<file path="src/rtl/control_edicion_campos_if.sv">
`default_nettype none
// ============================================================================
// Module      : control_edicion_campos_if
// Description : Button levels in, field-select / step / write-request out.
// Revision    : 1.0 - initial release
// ============================================================================
interface control_edicion_campos_if;
    logic       btn_prog;
    logic       btn_izq;
    logic       btn_der;
    logic       btn_arr;
    logic       btn_abj;
    logic       wr_ack;
    logic [3:0] contadoresH;
    logic       Arriba;
    logic       Abajo;
    logic       en_prog;
    logic       wr_req;
    logic       err_ack;

    modport master (
        output btn_prog, btn_izq, btn_der, btn_arr, btn_abj, wr_ack,
        input  contadoresH, Arriba, Abajo, en_prog, wr_req, err_ack
    );

    modport slave (
        input  btn_prog, btn_izq, btn_der, btn_arr, btn_abj, wr_ack,
        output contadoresH, Arriba, Abajo, en_prog, wr_req, err_ack
    );
endinterface
`default_nettype wire

</file>
<file path="src/rtl/control_edicion_campos.sv">
`default_nettype none
// ============================================================================
// Module      : control_edicion_campos
// Description : Edit-mode sequencer for manual time/date field setting.
// Revision    : 1.0 - initial release
// ============================================================================
module control_edicion_campos #(
    parameter int NUM_CAMPOS = 9,
    parameter int T_RETARDO  = 50000000,
    parameter int T_REPETIR  = 25000000,
    parameter int T_ACK_MAX  = 1000000
) (
    input  wire logic                clk,
    input  wire logic                reset,
    control_edicion_campos_if.slave  bus
);

    localparam int T_MAX_A = (T_RETARDO > T_REPETIR) ? T_RETARDO : T_REPETIR;
    localparam int T_MAX   = (T_MAX_A > T_ACK_MAX) ? T_MAX_A : T_ACK_MAX;
    localparam int TIMER_W = $clog2(T_MAX + 1);

    localparam logic [TIMER_W-1:0] C_RETARDO = TIMER_W'(T_RETARDO);
    localparam logic [TIMER_W-1:0] C_REPETIR = TIMER_W'(T_REPETIR);
    localparam logic [TIMER_W-1:0] C_ACK_MAX = TIMER_W'(T_ACK_MAX);
    localparam logic [3:0]         C_ULTIMO  = 4'(NUM_CAMPOS);

    typedef enum logic [1:0] {
        REPOSO    = 2'd0,
        EDICION   = 2'd1,
        REPITE    = 2'd2,
        ESCRITURA = 2'd3
    } state_t;

    state_t               state_q,   state_d;
    logic [3:0]           campo_q,   campo_d;
    logic                 arriba_q,  arriba_d;
    logic                 abajo_q,   abajo_d;
    logic                 en_prog_q, en_prog_d;
    logic                 wr_req_q,  wr_req_d;
    logic                 err_ack_q, err_ack_d;
    logic [TIMER_W-1:0]   timer_q,   timer_d;
    logic [4:0]           prev_q,    prev_d;
    logic                 armed_q,   armed_d;
    logic                 dir_q,     dir_d;

    logic [4:0]           btn_now;
    logic [4:0]           pressed;
    logic                 held;

    // Button vector order: {prog, izq, der, arr, abj}
    always_comb begin
        btn_now   = {bus.btn_prog, bus.btn_izq, bus.btn_der, bus.btn_arr, bus.btn_abj};
        // armed_q is low only on the first cycle after reset, so a button held
        // through reset never looks like a fresh press.
        pressed   = btn_now & ~prev_q & {5{armed_q}};
        held      = dir_q ? bus.btn_abj : bus.btn_arr;

        prev_d    = btn_now;
        armed_d   = 1'b1;
        state_d   = state_q;
        campo_d   = campo_q;
        arriba_d  = 1'b0;
        abajo_d   = 1'b0;
        wr_req_d  = wr_req_q;
        err_ack_d = 1'b0;
        timer_d   = timer_q;
        dir_d     = dir_q;

        case (state_q)
            REPOSO: begin
                if (pressed[4]) begin
                    state_d = EDICION;
                    campo_d = 4'd1;
                end
            end
            EDICION: begin
                if (pressed[4]) begin
                    state_d  = ESCRITURA;
                    campo_d  = 4'd0;
                    wr_req_d = 1'b1;
                    timer_d  = C_ACK_MAX;
                end else if (pressed[2]) begin
                    campo_d = (campo_q >= C_ULTIMO) ? 4'd1 : campo_q + 4'd1;
                end else if (pressed[3]) begin
                    campo_d = (campo_q <= 4'd1) ? C_ULTIMO : campo_q - 4'd1;
                end else if (pressed[1] && !pressed[0]) begin
                    state_d  = REPITE;
                    arriba_d = 1'b1;
                    dir_d    = 1'b0;
                    timer_d  = C_RETARDO;
                end else if (pressed[0] && !pressed[1]) begin
                    state_d  = REPITE;
                    abajo_d  = 1'b1;
                    dir_d    = 1'b1;
                    timer_d  = C_RETARDO;
                end
            end
            REPITE: begin
                if (!held) begin
                    state_d = EDICION;
                end else if (timer_q <= TIMER_W'(1)) begin
                    // Timer reaching zero on this decrement fires the repeat.
                    arriba_d = ~dir_q;
                    abajo_d  = dir_q;
                    timer_d  = C_REPETIR;
                end else begin
                    timer_d = timer_q - TIMER_W'(1);
                end
            end
            ESCRITURA: begin
                if (bus.wr_ack) begin
                    state_d  = REPOSO;
                    wr_req_d = 1'b0;
                end else if (timer_q <= TIMER_W'(1)) begin
                    state_d   = REPOSO;
                    wr_req_d  = 1'b0;
                    err_ack_d = 1'b1;
                end else begin
                    timer_d = timer_q - TIMER_W'(1);
                end
            end
            default: begin
                state_d  = REPOSO;
                campo_d  = 4'd0;
                wr_req_d = 1'b0;
            end
        endcase

        en_prog_d = (state_d == EDICION) || (state_d == REPITE);
    end

    always_ff @(posedge clk or posedge reset) begin
        if (reset) begin
            state_q   <= REPOSO;
            campo_q   <= 4'd0;
            arriba_q  <= 1'b0;
            abajo_q   <= 1'b0;
            en_prog_q <= 1'b0;
            wr_req_q  <= 1'b0;
            err_ack_q <= 1'b0;
            timer_q   <= '0;
            prev_q    <= 5'd0;
            armed_q   <= 1'b0;
            dir_q     <= 1'b0;
        end else begin
            state_q   <= state_d;
            campo_q   <= campo_d;
            arriba_q  <= arriba_d;
            abajo_q   <= abajo_d;
            en_prog_q <= en_prog_d;
            wr_req_q  <= wr_req_d;
            err_ack_q <= err_ack_d;
            timer_q   <= timer_d;
            prev_q    <= prev_d;
            armed_q   <= armed_d;
            dir_q     <= dir_d;
        end
    end

    assign bus.contadoresH = campo_q;
    assign bus.Arriba      = arriba_q;
    assign bus.Abajo       = abajo_q;
    assign bus.en_prog     = en_prog_q;
    assign bus.wr_req      = wr_req_q;
    assign bus.err_ack     = err_ack_q;

endmodule
`default_nettype wire

</file>
<file path="src/flat_wrapper.sv">
// flat-port wrapper written by rule: the top's interface ports become plain ports
module control_edicion_campos_flat 
#(
    parameter int NUM_CAMPOS = 9,
    parameter int T_RETARDO  = 50000000,
    parameter int T_REPETIR  = 25000000,
    parameter int T_ACK_MAX  = 1000000
)
  (clk, reset, bus_btn_prog, bus_btn_izq, bus_btn_der, bus_btn_arr, bus_btn_abj, bus_wr_ack, bus_contadoresH, bus_Arriba, bus_Abajo, bus_en_prog, bus_wr_req, bus_err_ack);
  control_edicion_campos_if bus_i ();
  input  wire logic clk;
  input  wire logic reset;
  input wire logic [$bits(bus_i.btn_prog)-1:0] bus_btn_prog;
  input wire logic [$bits(bus_i.btn_izq)-1:0] bus_btn_izq;
  input wire logic [$bits(bus_i.btn_der)-1:0] bus_btn_der;
  input wire logic [$bits(bus_i.btn_arr)-1:0] bus_btn_arr;
  input wire logic [$bits(bus_i.btn_abj)-1:0] bus_btn_abj;
  input wire logic [$bits(bus_i.wr_ack)-1:0] bus_wr_ack;
  output wire logic [$bits(bus_i.contadoresH)-1:0] bus_contadoresH;
  output wire logic [$bits(bus_i.Arriba)-1:0] bus_Arriba;
  output wire logic [$bits(bus_i.Abajo)-1:0] bus_Abajo;
  output wire logic [$bits(bus_i.en_prog)-1:0] bus_en_prog;
  output wire logic [$bits(bus_i.wr_req)-1:0] bus_wr_req;
  output wire logic [$bits(bus_i.err_ack)-1:0] bus_err_ack;
  assign bus_i.btn_prog = bus_btn_prog;
  assign bus_i.btn_izq = bus_btn_izq;
  assign bus_i.btn_der = bus_btn_der;
  assign bus_i.btn_arr = bus_btn_arr;
  assign bus_i.btn_abj = bus_btn_abj;
  assign bus_i.wr_ack = bus_wr_ack;
  assign bus_contadoresH = bus_i.contadoresH;
  assign bus_Arriba = bus_i.Arriba;
  assign bus_Abajo = bus_i.Abajo;
  assign bus_en_prog = bus_i.en_prog;
  assign bus_wr_req = bus_i.wr_req;
  assign bus_err_ack = bus_i.err_ack;
  control_edicion_campos #(.NUM_CAMPOS(NUM_CAMPOS), .T_RETARDO(T_RETARDO), .T_REPETIR(T_REPETIR), .T_ACK_MAX(T_ACK_MAX)) u_core (.clk(clk), .reset(reset), .bus(bus_i));
endmodule
</file>
<file path="config.mk">
export PLATFORM = sky130hd
export DESIGN_NAME = control_edicion_campos_flat
export DESIGN_NICKNAME = d
export VERILOG_FILES = /design/src/rtl/control_edicion_campos_if.sv /design/src/rtl/control_edicion_campos.sv /design/src/flat_wrapper.sv
export SDC_FILE = /design/constraint.sdc
export NUM_CORES = 1
export LEC_CHECK = 0
export BUFFER_PORTS_ARGS = -buffer_cell sky130_fd_sc_hd__buf_2
export CORE_MARGIN = 4
export CORE_UTILIZATION = 34
export DETAILED_ROUTE_END_ITERATION = 16
export GPL_TIMING_DRIVEN = 0
export PLACE_DENSITY_LB_ADDON = 0.2
export SLEW_MARGIN = 20
export SYNTH_ARGS = -nofsm -noshare
export SYNTH_HDL_FRONTEND = slang
export SYNTH_SLANG_ARGS = --single-unit
</file>
<file path="constraint.sdc">
create_clock -name clk -period 2.6 [get_ports clk]
set_input_delay 0.52 -clock clk [delete_from_list [all_inputs] [get_ports clk]]
set_output_delay 0.52 -clock clk [all_outputs]
set_load 0.005 [all_outputs]
</file>
==> results.txt <==
----------------------------------------------------
[Run status]
  Run status ... finished clean

[Detailed routing]
  Routed Antenna Nets ... 0
  Wire length on met3 ... 269 µm
  Number of vias after detailed routing ... 2613
  Length of routed met2 wiring ... 3250 µm
  Pre-antenna DRT Iters ... 4
  Routed metal-1 wirelength ... 3730 µm
  Iteration-0 DRC count of the detailed router ... 214
  Aggregate routed wire length ... 7360 µm
  Vias/cell ... 5.76
  # DRC ... 0
  Average wire per standard cell ... 16.2 µm
  Highest metal layer with signal wires ... met4

[Yosys]
  Post-synthesis async set-or-reset flop share ... 100%
  Total nets after synthesis ... 344
  Predominant post-synthesis flop cell ... dfrtp_1
  Yosys Warn Count ... 0
  Mean cell area of the mapped netlist ... 8.68 µm²
  Sequential area share after synthesis ... 39.1%
  Post-Synthesis Cells ... 324
  Post-synthesis instance area ... 2810 µm²
  Distinct cells, synth ... 55
  Number of enable-type register cells in the synthesized netlist ... 0
  FF+latch count, synth ... 44

[Clocking]
  Clock sinks ... 44
  Root Buffer Master ... clkbuf_8
  TritonCTS Buffers ... 5
  CTS Buffer Depth ... 2
  Quantity of hold-fixing buffers added after cts ... 0
  Clock insertion delay at the later pin of the skew report ... 290 ps
  Clock tree from TritonCTS ... yes
  Max H-tree Level ... 2
  Clock edge transition at the registers on the reported setup and hold paths ... 80 ps

[Final layout]
  Leading cell type in the layout, fill and taps excluded ... dfrtp_1
  Fill cell count ... 785
  Layout overhead on the synthesized area ... 14.2%
  Total non-filler cell area in the finished layout ... 3210 µm²
  Fin util ... 40.7%
  Number of antenna repair diodes ... 0
  Most used cells in the layout excluding fill and tap cells ... 44 x dfrtp_1, 38 x nor2_1, 24 x o21ai_0
  Net count reported at finish ... 371
  Ratio of cells with drive above 1 in the final layout ... 15.3%

[Floorplanning]
  Die Footprint ... 9790 µm²
  Count of pins on the block boundary ... 17
  Number of placement rows ... 32
  Overall die height ... 99.0 µm
  DIE WIDTH ... 99.0 µm
  Initial cell density of the core ... 35.7%
  Core outline area ... 7890 µm²

[Placed design]
  Post-detailed-placement half-perimeter wirelength ... 5200 µm
  Port Buffers ... 16
  Area of placed instances ... 3040 µm²
  Last weighted congestion value of the routability-driven placer ... 0.834

[GRT]
  Number of antenna violations at the first check in global routing ... 0
  Global route overflow ... 0
  Pin count of the biggest net entering global routing ... 26
  Wire length of the first global-routing pass ... 12300 µm
  Vias in the first global route ... 2382
  Total routing resource utilization after global routing ... 15.3%

[Job]
  Max-cap violation count ... 0

[Worst setup path]
  Chain of cells forming the critical path ... or4_4, or4_4, o41ai_4, buf_4, a21oi_1, o21ai_0, o21ai_0
  Cell family with most CP delay ... simple AND/OR/NAND/NOR gates
  Worst Path Buf+Inv ... 1
  Maximum cell stage delay along the critical path ... 570 ps
  Cell at the slowest stage of the critical path ... or4_4
  Nature of the critical path endpoint ... flip-flop
  Critical path depth in cells ... 7
  Worst-path fanout max ... 5
  Arrival time at the worst endpoint ... 2640 ps
  Start-to-end type of the worst setup path ... flip-flop to flip-flop
  Critical Path RT ... 2770 ps
  Worst reg-to-reg path cell count ... 7
  Type of element launching the critical path ... flip-flop

[Timing]
  Clock Skews ... 7.78 ps
  Tightest Pin Transition ... 735 ps
  Worst slew margin relative to its limit ... 50.6%
  Max-slew violations ... 0
  Setup-failing EPs final ... 0
  Unrepaired setup endpoints after global routing ... no
  Final Hold Slack ... 222 ps
  Final setup TNS ... 0 ps
  Hold violation total from the final report ... 0
  Period utilisation layout ... 94.9%
  Highest clock frequency the design can meet ... 405 MHz
  Post-layout minimum cycle time ... 2470 ps

[Pwr]
  Power density over cell area ... 886 nW/µm²
  Max rail drop VDD ... 0.418 mV
  Static power due to leakage ... 1.32 nW

[Min path]
  Type of the most critical hold path ... primary input to asynchronous set/reset pin

----------------------------------------------------
-- layout make-up --
| cell class | count | area, µm² | area share [%] |
|---|---|---|---|
| Buffer | 10 | 53.8 | 1.68 |
| Clock buffer | 8 | 90.1 | 2.80 |
| Inverter | 17 | 63.8 | 1.99 |
| Multi-Input combinational cell | 251 | 1640 | 51.0 |
| Sequential cell | 44 | 1100 | 34.3 |
| Tap cell | 102 | 128 | 3.97 |
| Timing Repair Buffer | 22 | 138 | 4.29 |
-- sequential cells by signal, indices dropped and copies added, names as in the netlist --
name	cells
u_core.dir_q	1
u_core.bus.contadoresH	4
u_core.bus.en_prog	1
u_core.bus.Abajo	1
u_core.bus.Arriba	1
u_core.bus.err_ack	1
u_core.bus.wr_req	1
u_core.timer_q	26
u_core.armed_q	1
u_core.state_q	2
u_core.prev_q	5
-- cells in the mapped netlist, types with 4 or more instances --
cell type  number  area [µm²]
a21oi_1        20         100
a31oi_1        13        81.3
and2_1          5        31.3
clkbuf_1        9        33.8
dfrtp_1        44        1100
ha_1           12         150
inv_1          17        63.8
nand2_1        22        82.6
nand2b_1        5        31.3
nand3_1         8        40.0
nor2_1         38         143
nor2b_1         4        25.0
nor3_1         11        55.1
nor4_1          5        31.3
o21ai_0        25         125
o21ai_1         9        45.0
o22a_1          6        52.6
o311ai_0        5        43.8
o31a_1          4        35.0
o31ai_1         4        30.0
or4_4           4        45.0
-- cell families (layout without fill, tap and decap cells) --
kind of cell	after synthesis	count (layout)	share of synthesized area, %
other	1	1	0.133
AND/OR/NAND/NOR	123	123	23.5
XOR/XNOR	1	1	0.311
buffers and inverters	29	57	4.23
AO/OA/AOI/OAI	114	114	27.4
flip-flops	44	44	39.1
adder cells (fa/ha/maj)	12	12	5.34
-- per-stage QoR --
stage	instances	total power (W)	setup slack, ps
5_1_grt	454	0.00308	1.46
6_report	454	0.00285	133
3_5_place_dp	443	0.00232	-308
4_1_cts	454	0.00282	31.8
2_1_floorplan	324	0.00196	195
3_3_place_gp	442	0.00230	-252
-- what timing repair did --
item | 4_1_cts | 5_1_grt
pin swaps | 3 | 2
endpoints found under the setup margin | 24 | 25
resized for setup | 7 | 5
setup buffers | 4 | 1
-- routing by layer --
layer	track usage (%)	vias to the layer above
met5	0	-
li1	-	1269
met1	22.7	1266
met4	4.31	0
met3	2.62	12
met2	22.8	66
-- power breakdown --
group | internal [W] | total [W] | switching [W]
Sequential | 0.000859 | 0.00108 | 0.000222
Clock | 0.000217 | 0.000443 | 0.000226
Combinational | 0.000502 | 0.00132 | 0.000821
Total | 0.00158 | 0.00285 | 0.00127
-- path summary, 6_finish.rpt --
| check | startpoint | endpoint | slack, ps |
|---|---|---|---|
| worst max register to register | u_core.timer_q[13]$_DFFE_PP0P_ | u_core.timer_q[15]$_DFFE_PP0P_ | 130 |
| worst min register to register | u_core.timer_q[10]$_DFFE_PP0P_ | u_core.timer_q[10]$_DFFE_PP0P_ | 500 |
| max in group asynchronous | reset | u_core.timer_q[25]$_DFFE_PP0P_ | 1880 |
| worst min-delay path | reset | u_core.armed_q$_DFF_PP0_ | 220 |
| worst max-delay path | u_core.timer_q[13]$_DFFE_PP0P_ | u_core.timer_q[15]$_DFFE_PP0P_ | 130 |
| min in group clk | bus_btn_izq | u_core.prev_q[3]$_DFF_PP0_ | 340 |
Power figures use the tool's default switching activity.
